File: src/rtl/count_tracker_pkg.sv
// Shared types for the counter-stream monitor.
// COUNT_TRACKER_TIMESTAMP_EN adds an 8-bit sample index to each record.
package count_tracker_pkg;

  typedef enum logic [1:0] {
    EVT_NONE = 2'b00,
    EVT_WRAP = 2'b01,
    EVT_SKIP = 2'b10
  } evt_type_e;

  typedef struct packed {
    evt_type_e   typ;
    logic [3:0]  val;
`ifdef COUNT_TRACKER_TIMESTAMP_EN
    logic [7:0]  ts;
`endif
  } evt_rec_t;

  localparam logic [3:0] CNT_MAX_VAL = 4'hF;

endpackage

File: src/rtl/count_tracker_fifo.sv
// Synchronous event-record FIFO, flushed on rst.
// Pointers carry an extra wrap bit to tell full from empty.
module count_tracker_fifo
  import count_tracker_pkg::*;
#(
  parameter int  DEPTH = 4,
  parameter type T     = evt_rec_t
) (
  input  logic clk,
  input  logic rst,
  input  logic push,
  input  T     din,
  input  logic pop,
  output T     dout,
  output logic full,
  output logic empty
);

  localparam int AW = $clog2(DEPTH);
  localparam logic [AW:0] PTR_ONE = 1;

  logic [AW:0] wp, rp;
  T            mem [DEPTH];
  logic        wr, rd;

  assign empty = (wp == rp);
  assign full  = (wp[AW] != rp[AW]) &&
                 (wp[AW-1:0] == rp[AW-1:0]);

  // a full FIFO still takes a push when the head leaves this cycle
  assign rd = pop && !empty;
  assign wr = push && (!full || rd);

  assign dout = mem[rp[AW-1:0]];

  always_ff @(posedge clk) begin
    if (rst) begin
      wp <= '0;
      rp <= '0;
      for (int i = 0; i < DEPTH; i++)
        mem[i] <= '0;
    end else begin
      if (wr) begin
        mem[wp[AW-1:0]] <= din;
        wp <= wp + PTR_ONE;
      end
      if (rd)
        rp <= rp + PTR_ONE;
    end
  end

endmodule

File: src/rtl/count_tracker.sv
// Monitors a 4-bit counter stream; queues WRAP/SKIP events.
// COUNT_TRACKER_TIMESTAMP_EN adds out_ts and a sample index.
module count_tracker
  import count_tracker_pkg::*;
#(
  parameter int DEPTH = 4,
  parameter int CNT_W = 8
) (
  input  logic             clk,
  input  logic             rst,
  input  logic             in_valid,
  input  logic [3:0]       in_val,
  output logic             out_valid,
  input  logic             out_ready,
  output logic [1:0]       out_type,
  output logic [3:0]       out_val,
`ifdef COUNT_TRACKER_TIMESTAMP_EN
  output logic [7:0]       out_ts,
`endif
  output logic [CNT_W-1:0] wrap_cnt,
  output logic [CNT_W-1:0] skip_cnt,
  output logic             overflow
);

  typedef enum logic {
    EMPTY_HIST,
    TRACK
  } state_e;

  localparam logic [CNT_W-1:0] CNT_ONE = 1;

  state_e     state_q, state_d;
  logic [3:0] prev_q, prev_d;
  logic       evt;
  evt_type_e  evt_t;
  evt_rec_t   rec, head;
  logic       full, empty, pop;

  always_comb begin
    state_d = state_q;
    prev_d  = prev_q;
    evt     = 1'b0;
    evt_t   = EVT_NONE;
    if (in_valid) begin
      prev_d  = in_val;
      state_d = TRACK;
      if (state_q == TRACK) begin
        unique case (1'b1)
          (prev_q == CNT_MAX_VAL &&
           in_val == 4'h0): begin
            evt   = 1'b1;
            evt_t = EVT_WRAP;
          end
          (prev_q != CNT_MAX_VAL &&
           in_val == prev_q + 4'd1): begin
            evt = 1'b0;
          end
          (in_val == prev_q): begin
            evt = 1'b0;
          end
          default: begin
            evt   = 1'b1;
            evt_t = EVT_SKIP;
          end
        endcase
      end
    end
  end

  always_ff @(posedge clk) begin
    if (rst) begin
      state_q <= EMPTY_HIST;
      prev_q  <= '0;
    end else begin
      state_q <= state_d;
      prev_q  <= prev_d;
    end
  end

`ifdef COUNT_TRACKER_TIMESTAMP_EN
  logic [7:0] idx_q;

  always_ff @(posedge clk) begin
    if (rst)
      idx_q <= '0;
    else if (in_valid)
      idx_q <= idx_q + 8'd1;
  end

  assign rec = '{typ: evt_t, val: in_val, ts: idx_q};
  assign out_ts = head.ts;
`else
  assign rec = '{typ: evt_t, val: in_val};
`endif

  assign out_valid = !empty;
  assign pop       = out_valid && out_ready;
  assign out_type  = head.typ;
  assign out_val   = head.val;

  count_tracker_fifo #(
    .DEPTH (DEPTH),
    .T     (evt_rec_t)
  ) u_fifo (
    .clk   (clk),
    .rst   (rst),
    .push  (evt),
    .din   (rec),
    .pop   (pop),
    .dout  (head),
    .full  (full),
    .empty (empty)
  );

  // totals count every event, including ones the FIFO drops
  always_ff @(posedge clk) begin
    if (rst) begin
      wrap_cnt <= '0;
      skip_cnt <= '0;
      overflow <= 1'b0;
    end else begin
      if (evt && evt_t == EVT_WRAP && wrap_cnt != '1)
        wrap_cnt <= wrap_cnt + CNT_ONE;
      if (evt && evt_t == EVT_SKIP && skip_cnt != '1)
        skip_cnt <= skip_cnt + CNT_ONE;
      if (evt && full && !pop)
        overflow <= 1'b1;
    end
  end

endmodule

File: config.mk
export PLATFORM = sky130hd
export DESIGN_NAME = count_tracker
export DESIGN_NICKNAME = d
export VERILOG_FILES = /design/src/rtl/count_tracker_pkg.sv /design/src/rtl/count_tracker_fifo.sv /design/src/rtl/count_tracker.sv
export SDC_FILE = /design/constraint.sdc
export NUM_CORES = 1
export LEC_CHECK = 0
export BUFFER_PORTS_ARGS = -buffer_cell sky130_fd_sc_hd__buf_4
export CORE_AREA = 2 2 75 77
export CTS_BUF_LIST = sky130_fd_sc_hd__clkbuf_8 sky130_fd_sc_hd__clkbuf_16
export CTS_CLUSTER_SIZE = 30
export DETAILED_ROUTE_END_ITERATION = 6
export DIE_AREA = 0 0 77 79
export PLACE_DENSITY = 0.79
export SYNTH_ARGS = -nofsm -noshare
export SYNTH_HDL_FRONTEND = slang
export SYNTH_SLANG_ARGS = --single-unit
File: constraint.sdc
create_clock -name clk -period 2 [get_ports clk]
set_input_delay 0.3 -clock clk [delete_from_list [all_inputs] [get_ports clk]]
set_output_delay 0.3 -clock clk [all_outputs]
set_load 0.01 [all_outputs]
* Word level (Yosys, flattened, before mapping)
Memories as Yosys holds them, arrays and structs flattened. A register that Yosys moved wholly into a read port is not among the register bits. Cells that the tools add are included.
Word-level totals: register bits after elaboration 28, memory bits (writable) 24, input bits 8, output and inout port bits 24, memories 1
Memories:
- u_fifo.mem | words 4, width 6, rd ports 1, clocked after Yosys merged registers in 1, write ports 4, RTL line count_tracker_fifo.sv:23 | T mem [DEPTH];
Operators by class: add/sub/neg operators 5, equality and inequality tests 11, mux-type cells 16, reduce and logical (&&, ||, !) cells 19
Operators by type and width (number):
- $add 8x1->8 const B | 2
- $ne 8x8->1 const B | 2
- $logic_and 1x1->1 | 12
- $mux 2 | 5
- $mux 1 | 9
- $eq 4x4->1 | 2
- $add 3x1->3 const B | 2
- $mux 6 | 1
- $reduce_or 6->1 | 1
- $add 4x1->4 const B | 1
- $eq 4x4->1 const B | 1
- $logic_not 4->1 | 1
- $ne 4x4->1 const B | 1
- $pmux 2 s2 | 1
- $eq 3x3->1 | 1
- $logic_not 1->1 | 3
- $eq 2x1->1 const B | 1
- $eq 2x2->1 | 1
- $eq 2x2->1 const B | 1
- $reduce_or 2->1 | 1
- $logic_or 1x1->1 | 1
- $ne 1x1->1 | 1

* Logic depth before layout (Yosys ltp)
depth in word-level cells 13, depth in mapped cells 8, mapped depth without buffers 6

* Modules after synthesis
A second synthesis with hierarchy kept.
Unflattened totals: cells, all modules 256, area total of the unflattened synthesis 2736.4 µm²
By module, submodules not included:
- count_tracker_fifo | instances 1, cells each 121, area an instance 1549.0 µm², sequential area each 880.8 µm²
- count_tracker | instances 1, cells each 135, area an instance 1187.4 µm², sequential area each 440.4 µm²

* Worst setup path after synthesis
No wires, ideal clock.
path type reg2reg, from register prev_q[0], to memory u_fifo.mem[1][0] (netlist name) (enable), setup time 0.316 ns, arrival time 1.792 ns, data required time 1.684 ns, setup slack -0.107 ns, stages on the path, launching flop included 9, path buffers 2, period minus slack after synthesis 2.107 ns, cells stage by stage dfxtp_1 ha_1 nor3b_1 o21a_1 o211a_1 buf_6 buf_2 nor2_1 a21o_1
RTL lines:
- start: declaration | RTL line count_tracker.sv:33 | logic [3:0] prev_q, prev_d;
- start signal: assignment | RTL line count_tracker.sv:76 | prev_q <= prev_d;
- end: declaration | RTL line count_tracker_fifo.sv:23

* Final worst setup path
from register prev_q[0], to register u_fifo.wp[2]
On the way: word-level cells in the longest chain between the ends 8
RTL lines:
- $add 4x1->4 | RTL line count_tracker.sv:55 | in_val == prev_q + 4'd1): begin
- $eq 4x4->1 | RTL line count_tracker.sv:55
- $logic_and 1x1->1 | RTL line count_tracker.sv:54 | (prev_q != CNT_MAX_VAL &&
- $reduce_or 2->1 (no line) (*)
- $mux 1 (*) | RTL line count_tracker.sv:48 | unique case (1'b1)
- $mux 1 (*) | RTL line count_tracker.sv:47 | if (state_q == TRACK) begin
- $mux 1 (*) | RTL line count_tracker.sv:44 | if (in_valid) begin
- $logic_and 1x1->1 (*) | RTL line count_tracker_fifo.sv:32 | assign wr = push && (!full || rd);
- end signal: assignment | RTL line count_tracker_fifo.sv:45 | wp <= wp + PTR_ONE;
- end: declaration | RTL line count_tracker_fifo.sv:22 | logic [AW:0] wp, rp;
Mark *: on every way between the ends. The rest lies on a longest branch, timed or not. A chain may end at the register's enable or synchronous reset.

==> metrics.md <==
| Metric | Value |
|---|---|
| Status | completed |
| Arrival time at the worst endpoint | 2190 ps |
| Peak supply drop | 0.4722 mV |
| Hold Path Depth | 2 |
| Hold Path Class | in2reg |
| DR iter-0 viols | 144 |
| Worst Hold End | skip_cnt[6] |
| HPWL after detailed placement | 3884 µm |
| Die area | 6083 µm² |
| RR Startpoint | prev_q[0] |
| Post-DRT Antenna Nets | 0 |
| TritonRoute pass-1 iters | 4 |
| Endpoints failing hold | 0 |
| Slowest CP cell | or4_1 |
| Async SR Flop Fraction | 0 |
| Cts hold-fix bufs | 0 |
| Syn nets | 255 |
| Die height | 79 µm |
| Tot GR Track Use | 0.1777 |
| Worst slew margin | 0.7383 |
| GR Overflow Total | 0 |
| Layout cells sized above 1 | 0.2986 |
| Core Area | 5338 µm² |
| Most frequent cell after synthesis | dfxtp_1 |
| Area contributors post-synth | edfxtp_1, dfxtp_1, mux4_2 |
| Pwr dens | 643.2 nW/µm² |
| Cts bufs inserted | 5 |
| DR vias | 1942 |
| Synth area leader | edfxtp_1 |
| Fin nets | 300 |
| Kind of critical path | reg2reg |
| I/O pins | 32 |
| Reg2Reg Setup Slack | 40 ps |
| Fill count | 490 |
| Final min period | 1958 ps |
| Unique masters post-synth | 52 |
| CP max FO | 6 |
| CTS tree | built |
| Worst setup EP type | flip-flop |
| Hold_ws | 289.4 ps |
| Initial antenna violation count | 0 |
| Count of final setup violators | 0 |
| Crit-path cells | ha_4 > nor3b_2 > o21a_1 > o211a_1 > buf_4 > or4_1 > a21oi_1 |
| Routed length per placed instance | 14.87 µm |
| Setup TNS | 0 ps |
| Clk buf depth | 2 |
| R2R depth | 7 |
| Initial Util | 0.5047 |
| DRC violations left | 0 |
| Largest net degree at the start of global routing | 29 |
| Worst-Skew Late Latency | 300 ps |
| Crit path required time | 2230 ps |
| Max cap viols | 0 |
| CTS sink count | 54 |
| Number of global-route vias before repair | 1890 |
| Placed cell area | 3097 µm² |
| Num rows | 27 |
| CTS H-tree depth | 2 |
| Fraction of the yosys area taken by sequential cells | 0.4905 |
| Avg Inst Size Synth | 11.13 µm² |
| Pre-CTS worst setup slack | -41.94 ps |
| Yosys warns | 0 |
| CP max stage delay | 470 ps |
| CP Launch Type | flip-flop |
| Share of the synthesized area in the top cell type | 0.2675 |
| Slew @ Worst Pin | 391.8 ps |
| Layout area overhead | 20.99% |
| Highest clock rate | 0.5108 GHz |
| Overall Power | 2.096 mW |
| Worst r2r dst | u_fifo.wp[2] |
| Die W | 77 µm |
| Clock Skews | 8.037 ps |
| Final WS setup | 42.35 ps |
| Post-synth top cells | dfxtp_1, edfxtp_1, nor2_1 |
| # port buffers | 31 |
| Slew Viols, Final | 0 |
| Synth Cell Area | 2694 µm² |
| Clock transition at path regs | 90 ps |
| Antenna Cells | 0 |
| Root Buffer Master | clkbuf_8 |
| RePlAce Congestion | 0.8237 |
| Fin area | 3259 µm² |
| Top_reg_cell synth | dfxtp_1 |
| FF+latch count, synth | 54 |
| Synth Instances | 242 |
| WL final | 5353 µm |
| Final period utilization | 0.9788 |
| HP Start | rst |
| First-pass GRT wire length | 8700 µm |
| Routed vias/inst | 5.394 |
| Leakage | 1.335 nW |
| Number of synthesized flops with an enable pin | 24 |
## per-layer routing
metal	global-route usage	share of wire	vias to the layer above
li1	-	-	980
met1	0.2059	0.44	913
met2	0.3465	0.53	47
met3	0.03068	0.036	2
met4	0.03214	0.0021	0
met5	0	0	-
## where the power goes
part	leakage, nW	internal [mW]	switching [mW]
clock	0.0467	0.238	0.340
sequential	0.492	1.19	0.0335
combinational	0.797	0.147	0.146
total	1.34	1.58	0.519
## repair_timing
item,CTS,global route
resized for setup,2,12
setup endpoints to repair,16,53
buffers inserted,0,1
pin swaps,1,4
## logic make-up after synthesis
| logic type | after synthesis | share of synthesized area |
|---|---|---|
| simple gates | 108 | 0.2378 |
| flops | 54 | 0.4905 |
| compound gates | 26 | 0.07432 |
| xor+xnor | 17 | 0.05806 |
| buf+inv | 17 | 0.03112 |
| mux | 15 | 0.08500 |
| fa+ha+maj | 5 | 0.02322 |
## worst max-delay path, delay by kind of cell (launching register included)
| family | cells | cell delay (ps) |
|---|---|---|
| fa+ha+maj | 1 | 170 |
| compound gates | 3 | 570 |
| flops | 1 | 350 |
| simple gates | 2 | 620 |
| buf+inv | 1 | 170 |
## registers in the layout, indices dropped and copies added, names as in the netlist, named ones only
name        count
wrap_cnt        8
u_fifo.mem     24
u_fifo.rp       3
skip_cnt        8
overflow        1
u_fifo.wp       3
prev_q          4
state_q         1
## how the worst max path moves through the flow
stage,from,end
after global placement,prev_q[0],skip_cnt[4]
after global routing,prev_q[0],u_fifo.mem[2][5]
after CTS,prev_q[0],u_fifo.mem[3][5]
final,prev_q[0],u_fifo.wp[2]
after floorplan,prev_q[0],u_fifo.mem[3][0]
after detailed placement,prev_q[0],wrap_cnt[5]
## per-stage QoR
stage	cells	utilization
floorplan	242	-
global placement	351	0.5802
detailed placement	351	0.5802
global route	360	0.6106
finish	360	0.6106
CTS	359	0.5982
## layout by cell type, fill, tap and decap left out, types with 4 or more instances in the layout
cell type / netlist / layout
nand4_1: 6 / 6
and3_1: 16 / 15
nor3_1: 7 / 7
dfxtp_1: 30 / 28
o31ai_1: 4 / 4
nor2_1: 23 / 22
and2_1: 7 / 7
mux4_2: 6 / 6
buf_4: 0 / 49
clkbuf_8: 0 / 5
xnor2_1: 7 / 6
mux2i_1: 6 / 6
nand2_1: 4 / 4
inv_1: 5 / 7
xor2_1: 9 / 9
nand3_1: 13 / 13
nor2b_1: 6 / 6
ha_1: 5 / 4
edfxtp_1: 24 / 24
a21oi_1: 7 / 7
## layout make-up
| class | count | area [µm²] | area share |
|---|---|---|---|
| Clock buffer | 5 | 68.82 | 0.02111 |
| Multi-Input combinational cell | 171 | 1364 | 0.4184 |
| Inverter | 5 | 18.77 | 0.005758 |
| Sequential cell | 54 | 1324 | 0.4061 |
| Clock inverter | 3 | 15.01 | 0.004607 |
| Timing Repair Buffer | 50 | 379.1 | 0.1163 |
| Tap cell | 72 | 90.09 | 0.02764 |
(Power assumes the default switching activity.)
